File: src/rtl/slot2_bus_master.sv
// -----------------------------------------------------------------------------
// slot2_bus_master
//
// Purpose:
//   Sequences the GBA slot-2 cartridge bus (ncs/nrd/nwr, multiplexed AD[15:0],
//   A[23:16]) for one host requester. A {addr, direction, beat count} request
//   becomes one nonsequential address phase followed by sequential strobes,
//   with wait states counted in phi cycles.
//
// Handshakes:
//   req is sampled only in IDLE. Acceptance is signalled by a 1-cycle req_ack
//   pulse and req is not looked at again until the FSM is back in IDLE, so a
//   req raised while busy simply stays pending. wdata is driven straight onto
//   AD for the whole write strobe; wdata_rd pulses on the final strobe cycle
//   and the next beat's wdata must be valid from the following cycle on.
//   rdata is held and rdata_vld pulses for one cycle per read beat. done
//   pulses once per completed burst.
//
// Ports:
//   phi, nrst            bus clock (rising edge), async active-low reset
//   req, req_wr          request valid / 1 = write burst
//   req_addr[23:0]       halfword start address
//   req_len[7:0]         beats minus one
//   req_ack              request accepted pulse
//   wdata[15:0], wdata_rd  write data / consumed pulse
//   rdata[15:0], rdata_vld read data / valid pulse
//   busy, done           burst in progress / burst complete pulse
//   ncs, nrd, nwr        active-low bus strobes
//   a_hi[7:0]            address bits [23:16]
//   ad_out, ad_oe, ad_in AD drive value, output enable, sampled value
//   dbg_state[2:0]       current FSM state
//
// Configuration:
//   SLOT2_WAITCFG_EN  adds cfg_we / cfg_nwait[2:0] / cfg_swait[1:0]; the wait
//                     counts become registers loaded from these ports while
//                     IDLE (reset to N_WAIT/S_WAIT). Undefined: fixed waits.
// -----------------------------------------------------------------------------
module slot2_bus_master #(
  parameter int N_WAIT = 3,
  parameter int S_WAIT = 1
) (
  input  logic        phi,
  input  logic        nrst,
  input  logic        req,
  input  logic        req_wr,
  input  logic [23:0] req_addr,
  input  logic [7:0]  req_len,
  output logic        req_ack,
  input  logic [15:0] wdata,
  output logic        wdata_rd,
  output logic [15:0] rdata,
  output logic        rdata_vld,
  output logic        busy,
  output logic        done,
  output logic        ncs,
  output logic        nrd,
  output logic        nwr,
  output logic [7:0]  a_hi,
  output logic [15:0] ad_out,
  output logic        ad_oe,
  input  logic [15:0] ad_in,
`ifdef SLOT2_WAITCFG_EN
  input  logic        cfg_we,
  input  logic [2:0]  cfg_nwait,
  input  logic [1:0]  cfg_swait,
`endif
  output logic [2:0]  dbg_state
);

  typedef enum logic [2:0] {
    S_IDLE    = 3'd0,
    S_ADDR    = 3'd1,
    S_STROBE  = 3'd2,
    S_RECOVER = 3'd3,
    S_REOPEN  = 3'd4
  } state_t;

  state_t      state_q, state_d;
  logic [23:0] addr_q, addr_d;
  logic [7:0]  len_q, len_d;
  logic        wr_q, wr_d;
  logic [7:0]  cnt_q, cnt_d;
  logic [15:0] rdata_q, rdata_d;
  logic        rdata_vld_q, rdata_vld_d;
  logic        done_q, done_d;
  logic        ack_q, ack_d;
  logic [23:0] addr_inc;
  logic [7:0]  wait_n;
  logic [7:0]  wait_s;

  // ---------------------------------------------------------------------------
  // Wait-state source
  // ---------------------------------------------------------------------------
`ifdef SLOT2_WAITCFG_EN
  logic [7:0] nwait_q, nwait_d;
  logic [7:0] swait_q, swait_d;

  always_comb begin
    nwait_d = nwait_q;
    swait_d = swait_q;
    // Loading only in IDLE keeps a burst's timing stable once it has started.
    if (state_q == S_IDLE && cfg_we) begin
      nwait_d = {5'd0, cfg_nwait};
      swait_d = {6'd0, cfg_swait};
    end
  end

  always_ff @(posedge phi or negedge nrst) begin
    if (!nrst) begin
      nwait_q <= 8'(N_WAIT);
      swait_q <= 8'(S_WAIT);
    end else begin
      nwait_q <= nwait_d;
      swait_q <= swait_d;
    end
  end

  assign wait_n = nwait_q;
  assign wait_s = swait_q;
`else
  assign wait_n = 8'(N_WAIT);
  assign wait_s = 8'(S_WAIT);
`endif

  // ---------------------------------------------------------------------------
  // Next-state logic
  // ---------------------------------------------------------------------------
  assign addr_inc = addr_q + 24'd1;

  always_comb begin
    state_d     = state_q;
    addr_d      = addr_q;
    len_d       = len_q;
    wr_d        = wr_q;
    cnt_d       = cnt_q;
    rdata_d     = rdata_q;
    rdata_vld_d = 1'b0;
    done_d      = 1'b0;
    ack_d       = 1'b0;

    case (state_q)
      S_IDLE: begin
        if (req) begin
          addr_d  = req_addr;
          len_d   = req_len;
          wr_d    = req_wr;
          ack_d   = 1'b1;
          state_d = S_ADDR;
        end
      end

      // Every strobe entered from ADDR is nonsequential (start of burst or
      // after a reopen), so it always gets the long wait.
      S_ADDR: begin
        cnt_d   = wait_n;
        state_d = S_STROBE;
      end

      // cnt_q counts remaining extra cycles; zero marks the final strobe cycle.
      S_STROBE: begin
        if (cnt_q != 8'd0) begin
          cnt_d = cnt_q - 8'd1;
        end else begin
          if (!wr_q) begin
            rdata_d     = ad_in;
            rdata_vld_d = 1'b1;
          end
          if (len_q == 8'd0) begin
            // Last beat: strobe and ncs rise together on this edge.
            done_d  = 1'b1;
            state_d = S_IDLE;
          end else begin
            // The address advance is committed on the edge into RECOVER/REOPEN
            // so that REOPEN can already present the new upper address.
            addr_d = addr_inc;
            len_d  = len_q - 8'd1;
            // The cart's internal counter only covers AD[15:0]; a carry out of
            // it (including the 24-bit wrap) needs a fresh address phase.
            state_d = (addr_inc[15:0] == 16'd0) ? S_REOPEN : S_RECOVER;
          end
        end
      end

      S_RECOVER: begin
        cnt_d   = wait_s;
        state_d = S_STROBE;
      end

      S_REOPEN: begin
        state_d = S_ADDR;
      end

      default: begin
        state_d = S_IDLE;
      end
    endcase
  end

  // ---------------------------------------------------------------------------
  // State registers
  // ---------------------------------------------------------------------------
  always_ff @(posedge phi or negedge nrst) begin
    if (!nrst) begin
      state_q     <= S_IDLE;
      addr_q      <= 24'd0;
      len_q       <= 8'd0;
      wr_q        <= 1'b0;
      cnt_q       <= 8'd0;
      rdata_q     <= 16'd0;
      rdata_vld_q <= 1'b0;
      done_q      <= 1'b0;
      ack_q       <= 1'b0;
    end else begin
      state_q     <= state_d;
      addr_q      <= addr_d;
      len_q       <= len_d;
      wr_q        <= wr_d;
      cnt_q       <= cnt_d;
      rdata_q     <= rdata_d;
      rdata_vld_q <= rdata_vld_d;
      done_q      <= done_d;
      ack_q       <= ack_d;
    end
  end

  // ---------------------------------------------------------------------------
  // Outputs: decoded from state so the async reset releases the bus at once.
  // ---------------------------------------------------------------------------
  logic in_strobe;
  assign in_strobe = (state_q == S_STROBE);

  assign ncs      = !((state_q == S_ADDR) || in_strobe || (state_q == S_RECOVER));
  assign nrd      = !(in_strobe && !wr_q);
  assign nwr      = !(in_strobe && wr_q);
  // Enabled only in ADDR or a write strobe, so never overlaps nrd low.
  assign ad_oe    = (state_q == S_ADDR) || (in_strobe && wr_q);
  assign ad_out   = (state_q == S_ADDR)     ? addr_q[15:0] :
                    (in_strobe && wr_q)     ? wdata        : 16'd0;
  assign a_hi     = (state_q == S_IDLE) ? 8'd0 : addr_q[23:16];
  assign wdata_rd = in_strobe && wr_q && (cnt_q == 8'd0);
  assign busy     = (state_q != S_IDLE);
  assign req_ack  = ack_q;
  assign done     = done_q;
  assign rdata    = rdata_q;
  assign rdata_vld = rdata_vld_q;
  assign dbg_state = state_q;

endmodule
File: config.mk
export PLATFORM = sky130hd
export DESIGN_NAME = slot2_bus_master
export DESIGN_NICKNAME = d
export VERILOG_FILES = /design/src/rtl/slot2_bus_master.sv
export SDC_FILE = /design/constraint.sdc
export NUM_CORES = 1
export LEC_CHECK = 0
export ABC_AREA = 1
export CORE_AREA = 2 2 75 148
export DETAILED_ROUTE_END_ITERATION = 10
export DIE_AREA = 0 0 77 150
export PLACE_DENSITY = 0.68
export SLEW_MARGIN = 10
export SYNTH_ARGS = -nofsm -noshare
export SYNTH_HDL_FRONTEND = slang
export SYNTH_SLANG_ARGS = --single-unit
File: constraint.sdc
create_clock -name phi -period 5 [get_ports phi]
set_input_delay 1.5 -clock phi [delete_from_list [all_inputs] [get_ports phi]]
set_output_delay 1.5 -clock phi [all_outputs]
set_load 0.05 [all_outputs]
After elaboration in Yosys (flattened, before gate mapping):

Cells that the tools add are included.

* RAM bits: 0
* input bits: 68
* register bits after elaboration: 63
* ROM bits: 0
* bits in latches: 0
* memories kept: 0

* reduce and logical (&&, ||, !) cells: 24
* shift-type cells: 0
* $add $sub $neg: 3
* bitwise gates (word level): 2
* $mul: 0
* equality and inequality tests: 8
* divide/modulo/power cells: 0
* mux-type cells: 26
* magnitude comparators: 0

Operators with widths (number)
* $mux 24: 3
* $pmux 24 s2: 1
* $mux 8: 5
* $mux 16: 2
* $add 24x1->24 const B: 1
* $pmux 8 s3: 1
* $logic_not 16->1: 1
* $logic_not 8->1: 2
* $pmux 8 s2: 1
* $sub 8x1->8 const B: 2
* $mux 3: 4
* $pmux 3 s4: 1
* $mux 1: 8
* $reduce_bool 8->1: 1
* $eq 3x2->1 const B: 2
* $ne 2x2->1 const B: 3
* $reduce_and 2->1: 3
* $reduce_bool 3->1: 2
* $logic_not 1->1: 4
* $reduce_and 4->1: 1
* $eq 3x1->1 const B: 1
* $eq 3x3->1 const B: 1
* $logic_and 1x1->1: 3
* $logic_not 3->1: 1
* 6 further kinds: 9

Depth between registers and ports, before layout:

Gate-level depths: netlist of run 1.

* word-level depth: 6
* depth in mapped cells: 15
* gate-level depth less buffers: 14

Least setup slack after synthesis of run 1:

Ideal clock, no wire load.

* path type: reg2out
* start: register state_q[0] (netlist: dbg_state[0])
* end: output port ad_out[10]
* required time: 3.500 ns
* arrival: 2.651 ns
* slack: 0.849 ns
* cell stages (with the launch flop): 8
* path through: dfrtp_1 > inv_1 > nor2_1 > inv_2 > nor2_1 > inv_1 > clkbuf_1 > o21ai_0

* longest elaborated chain between the ends: 4
* elaborated cells between the ends (all ways): 5
* classes of those cells: eq/ne (2); mux (2); reduce/logical (1)

Ends and longest elaborated chain
* start, declared: RTL line 78 `state_t state_q, state_d;`
* start signal, assigned: RTL line 214 `state_q <= state_d;`
* $eq 3x2->1: RTL line 230 `assign in_strobe = (state_q == S_STROBE);`
* $logic_and 1x1->1: RTL line 238 `(in_strobe && wr_q) ? wdata : 16'd0;`
* $mux 16: RTL line 238
* $mux 16 (*): RTL line 237 `assign ad_out = (state_q == S_ADDR) ? addr_q[15:0] :`
* end, declared: RTL line 59 `output logic [15:0] ad_out,`

Every way passes the cells marked *; elsewhere a longest branch is shown, timed or not.

Worst setup path in the final report of run 1:

* start: input port wdata[0]
* end: output port ad_out[0]

* longest elaborated chain between the ends: 2

Ends and longest elaborated chain
* start, declared: RTL line 49 `input logic [15:0] wdata,`
* $mux 16: RTL line 238
* $mux 16: RTL line 237

No other way between the ends.

==> metrics.yaml, run 1 <==
outcome: "completed"
fmax_mhz: 223
synth_warnings: 0
cts_tree: "built"
drive_above_1_share_pct: 8.60
powerDensity_mw_per_mm2: 734
clock_skew_ns: 0.00592
clock_latency_ns: 0.33
postCtsSetupRepairBufs: 0
synth_ff_type: "dfrtp_1"
fin_crit_ns: 4.49
path_cells: "clkdlybuf4s50_1 > nand3_1 > o21ai_0 > clkdlybuf4s50_1"
viasPerCell: 5.05
drtIter0Drc: 184
rsz0062_at_grt: "false"
dieArea_mm2: 0.0116
syn2layout_area_growth_pct: 38.0
dp_hpwl_um: 9320
root_buffer: "clkbuf_16"
required_ns: 3.50
r2r-start: "dbg_state[1]"
finalHoldViolCount: 0
async_flop_share_pct: 100
setup_violations: 0
slew_viol_final: 0
vias: 4216
dp_slack_ns: 0.510
ys_ff_latch: 63
cts_resized: 0
die_w_um: 77
synth_top_area_cell: "dfrtp_1"
cp_max_fo: 1
avgSynthCellArea_um2: 7.00
wl_um: 12100
relSlewSlack_pct: 34.4
finalSetupTns_ns: 0
overflow: 0
worstSetupStartpoint: "wdata[0]"
synth.top_cell.area_share_pct: 38.7
synth.cell_area_mm2: 0.00407
cts_htree_levels: 3
wl_per_cell_um: 14.5
grt_pass1_wl_um: 19900
synth_fp_nets: 655
routabilityCongestion: 0.928
yosysSeqAreaShare_pct: 38.7
ys_types: 36
switchingPower_mw: 2.18
clockBufferDepth: 2
hold_path_class: "reg -> reg"
path_class: "in -> out"
cp_top_family: "buffers and inverters"
port_buffers: 119
cpMostUsedCell: "clkdlybuf4s50_1"
r2r_cells: 11
layout_setup_ws_ns: 0.507
critPathSlowestCell: "clkdlybuf4s50_1"
drc: 0
crit_buf_inv: 2
yosysMostFrequentCell: "nand2_1"
power_frac_seq_pct: 23.4
critical-path-max-stage-delay_ns: 0.83
die_h_um: 150
antenna_found_initial: 0
cp.depth: 4
grt_max_degree: 50
grt_pass1_vias: 4273
coreArea_mm2: 0.0105
n_fill_cell: 1092
worst_setup_path_start_kind: "input pin"
cts_buffers: 9
endpoint_kind: "primary output"
clock_sinks: 63
crit_end: "ad_out[0]"
p_sw_share_pct: 52.8
ir_worst_vdd_v: 0.000436
clockPowerShare_pct: 15.2
nets: 767
ff2ff_setup_slack_ns: 1.69
synth_edf_count: 0
n_antenna_cell: 0
synth_area_leaders: "dfrtp_1 39%, nand2_1 19%, o21ai_0 6.3%"
clk_pin_slew_ns: 0.05
synth_cells: 582
num_rows: 53
pin_count: 120
worst_slew_pin_slew_ns: 0.983
grt_util_all_layers_pct: 21.8
antenna_left: 0
ctsHoldBuffers: 0
start_util_pct: 38.9
comb_power_share_pct: 61.3
first_pass_iters: 6
power.leakage_nw: 2.55
reg2reg_to: "addr_q[17]"
yosys-top-cells-count: "202 x nand2_1, 63 x dfrtp_1, 60 x inv_1"
cap_violations: 0
arrival_ns: 2.99
p_int_mw: 1.95
finalCritPeriodShare_pct: 89.9
[flip-flops by register name, summed over array words and instances (netlist names)]
register	flops
rdata_vld	1
rdata	16
wr_q	1
len_q	8
cnt_q	8
done	1
dbg_state	3
req_ack	1
addr_q	24
[stage by stage]
step                      util [%]  cells  power, mW  hold slack, ns  instance area, µm²
after floorplan                  -    582       2.83           0.449                4070
after global placement        50.8    820       3.45           0.456                5320
after detailed placement      50.8    820       3.52           0.459                5320
after CTS                     53.6    835       4.17           0.472                5620
after global routing          53.6    835       4.44           0.495                5620
final                         53.6    835       4.12           0.465                5620
[cell families after synthesis]
| logic type | count (synthesis) | share of synthesized area (%) |
|---|---|---|
| DFF | 63 | 38.7 |
| buffers and inverters | 85 | 9.00 |
| xor gates and xnor gates | 9 | 1.94 |
| AOI/OAI and AO/OA | 91 | 13.7 |
| adders and majority gates | 5 | 1.54 |
| muxes | 1 | 0.246 |
| and+or+nand+nor | 328 | 34.8 |
[worst min path at each step]
| stage | depth (start not counted) | endpoint | slack (ns) | from |
|---|---|---|---|---|
| 2_1_floorplan | 2 | addr_q[21] | 0.45 | addr_q[21] |
| 3_3_place_gp | 2 | rdata[11] | 0.46 | rdata[11] |
| 3_5_place_dp | 2 | rdata[15] | 0.46 | rdata[15] |
| 4_1_cts | 2 | rdata[15] | 0.47 | rdata[15] |
| 5_1_grt | 2 | rdata[9] | 0.49 | rdata[9] |
| 6_report | 2 | rdata[15] | 0.47 | rdata[15] |
[power groups by stage]
stage	combinational, mW	sequential (mW)	clock (mW)
final	2.53	0.966	0.629
after global routing	2.78	1.00	0.655
after CTS	2.56	0.965	0.643
after detailed placement	2.54	0.972	0
after global placement	2.49	0.966	0
after floorplan	1.66	1.17	0
[cell usage in the layout, fill, tap and decap left out, types with 3 or more instances in the layout]
master,instances
a21oi_1,12
clkbuf_16,9
clkdlybuf4s50_1,118
dfrtp_1,63
ha_1,5
inv_1,60
inv_2,5
nand2_1,202
nand2_2,7
nand3_1,40
nand4_1,9
nor2_1,47
nor3_1,10
o2111ai_1,3
o21ai_0,51
o21ai_2,20
xor2_1,7
[worst min-delay path, delay by kind of cell, from the launching register on]
kind,cells,cell delay [ns]
DFF,1,0.34
and+or+nand+nor,2,0.10
[routing by layer]
| metal | track usage [%] | wire, µm |
|---|---|---|
| met5 | 0 | 0 |
| met4 | 13.2 | 534 |
| met3 | 3.38 | 486 |
| met2 | 41.2 | 6820 |
| met1 | 22.1 | 4300 |
[cell type report]
cell class                      count  area (µm²)  share of cell area (%)
Tap cell                          137         171                    3.05
Inverter                           65         244                    4.34
Clock inverter                      3        42.5                   0.757
Timing Repair Buffer              121        1200                    21.4
Clock buffer                       12         256                    4.56
Sequential cell                    63        1580                    28.0
Multi-Input combinational cell    434        2130                    37.9
(Power assumes the default switching activity.)
==> inputs of run 2 (changes only) <==
--- a/config.mk
+++ b/config.mk
@@ -7,6 +7,7 @@
 export LEC_CHECK = 0
 export ABC_AREA = 1
 export CORE_AREA = 2 2 75 148
+export CTS_BUF_LIST = sky130_fd_sc_hd__clkbuf_2 sky130_fd_sc_hd__clkbuf_4 sky130_fd_sc_hd__clkbuf_8
 export DETAILED_ROUTE_END_ITERATION = 10
 export DIE_AREA = 0 0 77 150
 export PLACE_DENSITY = 0.68
==> metrics.yaml, run 2 (same netlist as run 1, synthesis figures left out) <==
outcome: "completed"
path_class: "in -> out"
p_int_mw: 1.80  # -7.8%
grt_pass1_wl_um: 19900  # +0.31%
setup_violations: 0  # unchanged
vias: 4178  # -0.90%
switchingPower_mw: 2.16  # -0.77%
clock_sinks: 63  # unchanged
coreArea_mm2: 0.0105  # unchanged
finalSetupTns_ns: 0  # unchanged
syn2layout_area_growth_pct: 35.6
multi_input_area_mm2: 0.00213  # unchanged
worstSetupStartpoint: "wdata[0]"
postCtsSetupRepairBufs: 0  # unchanged
relSlewSlack_pct: 34.2  # -0.16 points
endpoint_kind: "primary output"
wl_um: 12200  # +0.27%
mostFrequentLayoutCell: "nand2_1"
largest_register_ffs: 24  # unchanged
p_sw_share_pct: 54.6  # +1.8 points
drc: 0  # unchanged
clk_pin_slew_ns: 0.07  # +0.02 ns
finalHoldViolCount: 0  # unchanged
met3_length_um: 509  # +4.7%
nets: 767  # unchanged
clockPowerShare_pct: 11.7  # -3.5 points
dieArea_mm2: 0.0116  # unchanged
clock_skew_ns: 0.00692  # +0.000998 ns
finalCritPeriodShare_pct: 89.9  # about the same
ir_worst_vdd_v: 0.000436  # about the same
routed.top_layer: "met4"
grt_util_all_layers_pct: 21.9  # +0.063 points
cts_tree: "built"
cp_max_fo: 1  # unchanged
power.leakage_nw: 2.51  # -1.7%
cts_htree_levels: 3  # unchanged
clock_latency_ns: 0.35  # +0.02 ns
routabilityCongestion: 0.928  # unchanged
cts_resized: 0  # unchanged
num_rows: 53  # unchanged
worst_setup_path_start_kind: "input pin"
die_w_um: 77  # unchanged
worst_slew_pin_slew_ns: 0.986  # +0.00237 ns
slew_viol_final: 0  # unchanged
grt_max_degree: 50  # unchanged
port_buffers: 119  # unchanged
first_pass_iters: 4  # -2
root_buffer: "clkbuf_8"
r2r-start: "dbg_state[1]"
fmax_mhz: 223  # about the same
wl_per_cell_um: 14.6  # +0.27%
start_util_pct: 38.9  # unchanged
regArea_mm2: 0.00158  # unchanged
hold_ws_ns: 0.469  # +0.00432 ns
pin_count: 120  # unchanged
n_fill_cell: 1101  # +0.82%
ctsHoldBuffers: 0  # unchanged
antenna_found_initial: 0  # unchanged
worstHoldStart: "rdata[15]"
overflow: 0  # unchanged
rsz0062_at_grt: "false"
arrival_ns: 2.99  # about the same
powerDensity_mw_per_mm2: 716  # -2.4%
final_cell_mix: "202 x nand2_1, 118 x clkdlybuf4s50_1, 63 x dfrtp_1"
regMostFlops: "addr_q"
hold_path_class: "reg -> reg"
fin_crit_ns: 4.49  # -0.000516 ns
drtIter0Drc: 216  # +17%
clockBufferDepth: 2  # unchanged
cts_buffers: 9  # unchanged
n_antenna_cell: 0  # unchanged
required_ns: 3.50  # about the same
dp_hpwl_um: 9320  # unchanged
grt_pass1_vias: 4254  # -0.44%
cap_violations: 0  # unchanged
wl_met2_um: 6780  # -0.54%
die_h_um: 150  # unchanged
comb_power_share_pct: 63.9  # +2.6 points
drive_above_1_share_pct: 8.74  # +0.14 points
power_frac_seq_pct: 24.4  # +1.0 points
viasPerCell: 5.00  # -0.90%
antenna_left: 0  # unchanged
drt-met1-wl_um: 4370  # +1.5%
==> run 2: cell types whose count changed in the layout (fill, tap and decap cells not counted) <==
cell,before,now
clkbuf_1,1,0
clkbuf_16,9,0
clkbuf_4,0,1
clkbuf_8,2,11
==> run 2: power groups by stage <==
stage / sequential [mW] / clock (mW) / combinational (mW)
after global placement: 0.966 / 0 / 2.49
after detailed placement: 0.972 / 0 / 2.54
after CTS: 0.965 / 0.470 / 2.56
after global routing: 0.999 / 0.489 / 2.78
final: 0.966 / 0.461 / 2.53
after floorplan: 1.17 / 0 / 1.66
==> run 2: area by class of cell <==
class | count | share of cell area (%)
inverter | 65 | 4.42
clock buffer | 12 | 2.88
tap | 137 | 3.10
sequential | 63 | 28.5
clock inverter | 3 | 0.770
multi-input combinational | 434 | 38.5
timing repair buffer | 121 | 21.7
==> run 2: per-stage QoR <==
| stage | cells | total power, mW | setup WS, ns | util (%) | instance area, µm² |
|---|---|---|---|---|---|
| 2_1_floorplan | 582 | 2.83 | 0.849 | - | 4070 |
| 3_3_place_gp | 820 | 3.45 | 0.536 | 50.8 | 5320 |
| 3_5_place_dp | 820 | 3.52 | 0.510 | 50.8 | 5320 |
| 4_1_cts | 835 | 3.99 | 0.492 | 52.7 | 5520 |
| 5_1_grt | 835 | 4.27 | 0.443 | 52.7 | 5520 |
| 6_report | 835 | 3.96 | 0.507 | 52.7 | 5520 |
==> run 2: path summary, 6_finish.rpt <==
| check | to | slack (ns) | cells after the start |
|---|---|---|---|
| max | ad_out[0] | 0.51 | 4 |
| max in group asynchronous | cnt_q[6] | 2.83 | 2 |
| min reg2reg | rdata[15] | 0.47 | 2 |
| min in group asynchronous | addr_q[5] | 1.27 | 1 |
| max reg2reg | addr_q[17] | 1.69 | 11 |
| min | rdata[15] | 0.47 | 2 |
==> run 2: routing by layer <==
layer	up-vias	track usage [%]
met5	-	0
met4	0	11.5
met3	35	4.04
met2	110	41.5
met1	1947	22.4
li1	2086	-
==> run 2: critical path, cell delays in order <==
cell	delay [ns]
clkdlybuf4s50_1	0.47
nand3_1	0.07
o21ai_0	0.12
clkdlybuf4s50_1	0.83
==> inputs of run 3 (changes only) <==
--- a/config.mk
+++ b/config.mk
@@ -11,6 +11,7 @@
 export DETAILED_ROUTE_END_ITERATION = 10
 export DIE_AREA = 0 0 77 150
 export PLACE_DENSITY = 0.68
+export SKIP_CTS_REPAIR_TIMING = 1
 export SLEW_MARGIN = 10
 export SYNTH_ARGS = -nofsm -noshare
 export SYNTH_HDL_FRONTEND = slang
==> results of run 3 <==
Same layout as run 2: the final DEF is identical, and so are final timing and power.
==> edit 1, RTL diff (config.mk and constraints of run 1) <==
Take the reset off `addr_q` and `rdata_q` and load them in a clocked block of their own.
--- a/src/rtl/slot2_bus_master.sv
+++ b/src/rtl/slot2_bus_master.sv
@@ -202,25 +202,26 @@
   always_ff @(posedge phi or negedge nrst) begin
     if (!nrst) begin
       state_q     <= S_IDLE;
-      addr_q      <= 24'd0;
       len_q       <= 8'd0;
       wr_q        <= 1'b0;
       cnt_q       <= 8'd0;
-      rdata_q     <= 16'd0;
       rdata_vld_q <= 1'b0;
       done_q      <= 1'b0;
       ack_q       <= 1'b0;
     end else begin
       state_q     <= state_d;
-      addr_q      <= addr_d;
       len_q       <= len_d;
       wr_q        <= wr_d;
       cnt_q       <= cnt_d;
-      rdata_q     <= rdata_d;
       rdata_vld_q <= rdata_vld_d;
       done_q      <= done_d;
       ack_q       <= ack_d;
     end
+  end
+
+  always_ff @(posedge phi) begin
+    addr_q  <= addr_d;
+    rdata_q <= rdata_d;
   end
 
   // ---------------------------------------------------------------------------
Formal check against the unedited RTL: differs if nrst is asserted again (counterexample within 10 cycles, from zero or initial values and one cycle with nrst low); with nrst held inactive, the same outputs for 10 cycles.
==> edit 1 against run 1 <==
- sequential cell count stayed put
- area after synthesis decreased by 11%
- worst setup slack worse by 0.014 ns
- die area unchanged
- count of clock-buffer cells in the layout stayed put
- wire length is 16% lower
- non-clock buffer count unchanged
- final area shrank 7.5%
- highest routed layer unchanged
Power is left out: it rests on default switching activity, and per cell area and clock period it moved more than threefold.
==> edit 1: results (changes against run 1) <==
Syn_area_per_cell - 8.13 sq um (+16%)
Total GRT Usage - 18.7% (-3.2 points)
Fin cells - 708 (-15%)
Worst hold slack - 0.493 ns (+0.0283 ns)
Worst Hold Depth - 1 (-1)
First-pass GRT wire length - 16900 um (-15%)
Reg2reg start - dbg_state[2]
Fmax - 222 MHz (-0.31%)
M2 GR Usage - 33.2% (-8.0 points)
Sequential fraction of the synthesis area - 48.9% (+10 points)
GR Util met1 - 20.2% (-2.0 points)
Cells after DPL - 693 (-15%)
Share of cells above drive strength 1 - 6.83% (-1.8 points)
Mapped Nets - 520 (-21%)
Area leader, netlist - edfxtp_1
Area Overhead vs Synth - 43.0%
Post-synth EDFFs - 40 (+40)
Met3 demand-to-capacity share in global routing - 4.64% (+1.3 points)
Arrival @ worst endpoint - 3.01 ns (+0.02 ns)
RR Endpoint - len_q[7]
Outcome - completed
Number of distinct library cells after synthesis - 37 (+2.8%)
Detailed placement HPWL - 7880 um (-15%)
ANT cells - 0 (unchanged)
Largest net degree at the start of global routing - 47 (-6.0%)
Reg2Reg Setup Slack - 2.20 ns (+0.51 ns)
Fillcell total - 1088 (-0.37%)
Share of flip-flops with an asynchronous set or reset - 36.5% (-63 points)
Routed wl met3 - 507 um (+4.3%)
Drt via density - 4.87 (-3.5%)
Initial DRC count - 226 (+23%)
Count leader, synth - nand2_1
Via count of the first global-routing pass - 3589 (-16%)
Hold path endpoint - cnt_q[4]
DR pass1 iterations - 5 (-1)
Clock Latency Late Sink - 0.34 ns
Top cells by area, synth - edfxtp_1 33%, dfrtp_1 16%, nand2_1 10%
Largest register FFs - 24 (unchanged)
Routed wire length - 10100 um (-16%)
Commonest cells in the netlist - 98 x nand2_1, 53 x nor2_1, 49 x inv_1, 46 x nand3_1, 42 x o21ai_0
CP endpoint - ad_out[14]
Worst-Margin Slew - 1.09 ns (+0.107 ns)
DP Area - 4950 sq um (-7.0%)
Worst Skew - 0.00812 ns (+0.00220 ns)
# nets final - 640 (-17%)
CP startpoint - wdata[14]
Met1 WL - 3940 um (-8.3%)
Hold path startpoint - cnt_q[4]
Met2 WL - 5450 um (-20%)
Routability congestion estimate - 0.866 (-6.7%)
Dpl ws - 0.495 ns (-0.0141 ns)
## edit 1: cell types whose count changed in the layout (fill, tap and decap cells not counted), sizes merged, moves of 8 or more
cell and change:
nand2 -109, nand3 +9, inv -8, o21ai -24, edfxtp +40, dfrtp -40
## edit 1: cell type report
class	instances	area [sq um]	area share [%]
inverters	57	216	4.17
well taps	137	171	3.30
repair buffers	121	1200	23.1
flip-flops and latches	63	1780	34.2
clock inverters	3	11.3	0.217
clock buffers	12	236	4.55
multi-input cells	315	1580	30.5
## edit 1: kinds of logic after synthesis
family | Yosys count | share of synthesized area [%]
AOI/OAI and AO/OA | 74 | 11.8
and+or+nand+nor | 227 | 27.9
adders and majority gates | 5 | 1.72
buffers and inverters | 69 | 7.57
xor gates and xnor gates | 9 | 2.17
DFF | 63 | 48.9
## edit 1: worst max-delay path, cell delays in order
cell	delay, ns
clkdlybuf4s50_1	0.46
nand3_1	0.07
o21ai_0	0.13
clkdlybuf4s50_1	0.84
==> edit 2, RTL diff (config.mk and constraints of run 1) <==
Made on the original files. The option `SLOT2_WAITCFG_EN` is turned on by a define.
--- a/src/rtl/slot2_bus_master.sv
+++ b/src/rtl/slot2_bus_master.sv
@@ -35,6 +35,8 @@
 //                     counts become registers loaded from these ports while
 //                     IDLE (reset to N_WAIT/S_WAIT). Undefined: fixed waits.
 // -----------------------------------------------------------------------------
+`define SLOT2_WAITCFG_EN
+
 module slot2_bus_master #(
   parameter int N_WAIT = 3,
   parameter int S_WAIT = 1
Interface: changed (added cfg_nwait, cfg_swait and cfg_we); port bits go from 120 to 126. No check against the original RTL was run, so the function may have changed too.
==> edit 2 against run 1 <==
- final area grew 0.73%
- sequential cell count is 5 higher
- final cell count down 3.6%
- area after synthesis barely moved
- via count fell by 0.59%
- non-clock buffer count grew 8
- critical path depth unchanged
- sequential power rose by 12%
- wire length rose by 3.0%
- worst hold slack improved by 0.0042 ns
- total power grew 5.7%
- sequential share of layout area increased by 2.1 points
- worst setup slack gained 0.019 ns
- largest power group unchanged
==> edit 2: results (changes against run 1) <==
IO buf count - 125 (+5.0%)
NetSw - 2.30 mW (+5.9%)
Routability congestion estimate - 0.944 (+1.7%)
Via count - 4191 (-0.59%)
Met3 demand-to-capacity share in global routing - 4.22% (+0.84 points)
Number of distinct library cells after synthesis - 43 (+19%)
GR Util met1 - 22.4% (+0.22 points)
Multi-input logic portion of the cell area - 36.0% (-1.9 points)
Xor/xnor share of the synthesized area - 1.72% (-0.22 points)
Comb_multi_in - 403 (-7.1%)
Initial DRC count - 176 (-4.3%)
Clock buf/inv share - 5.10% (-0.22 points)
Detailed placement HPWL - 9380 um (+0.69%)
First-pass GRT wire length - 20100 um (+1.3%)
Routed wl met3 - 591 um (+22%)
Int Pwr - 2.06 mW (+5.5%)
Worst Skew - 0.00416 ns (-0.00176 ns)
Combinational power - 2.67 mW (+6%)
Mapped Nets - 623 (-4.9%)
Non-CTS inverters - 52 (-20%)
Share of cells above drive strength 1 - 8.83% (+0.24 points)
Outcome - completed
Post-synthesis cell count - 544 (-6.5%)
Worst-Margin Slew - 1.07 ns (+0.0879 ns)
Fraction of area in registers - 30.1% (+2.1 points)
Clk power - 0.615 mW (-2%)
==> edit 2: cell count changes after synthesis, moves of 7 or more <==
| cell | delta |
|---|---|
| o21ai_0 | +7 |
| o22ai_1 | +14 |
| nor2_1 | +11 |
| nand3_1 | -9 |
| inv_1 | -14 |
| o21ai_2 | -20 |
| nand2_1 | -54 |
==> edit 2: critical path: cells and delay by family <==
kind	cells	cell delay (ns)
compound gates	1	0.11
buf+inv	2	1.29
simple gates	1	0.07
==> edit 2: final timing paths <==
| kind | from | slack (ns) | endpoint |
|---|---|---|---|
| worst max-delay path | wdata[3] | 0.53 | ad_out[3] |
| worst min-delay path | rdata[13] | 0.47 | rdata[13] |
| worst max register to register | dbg_state[2] | 2.34 | len_q[7] |
| worst min register to register | rdata[13] | 0.47 | rdata[13] |
| max in group asynchronous | nrst | 2.68 | nwait_q[0] |
| min in group asynchronous | nrst | 1.36 | rdata[10] |
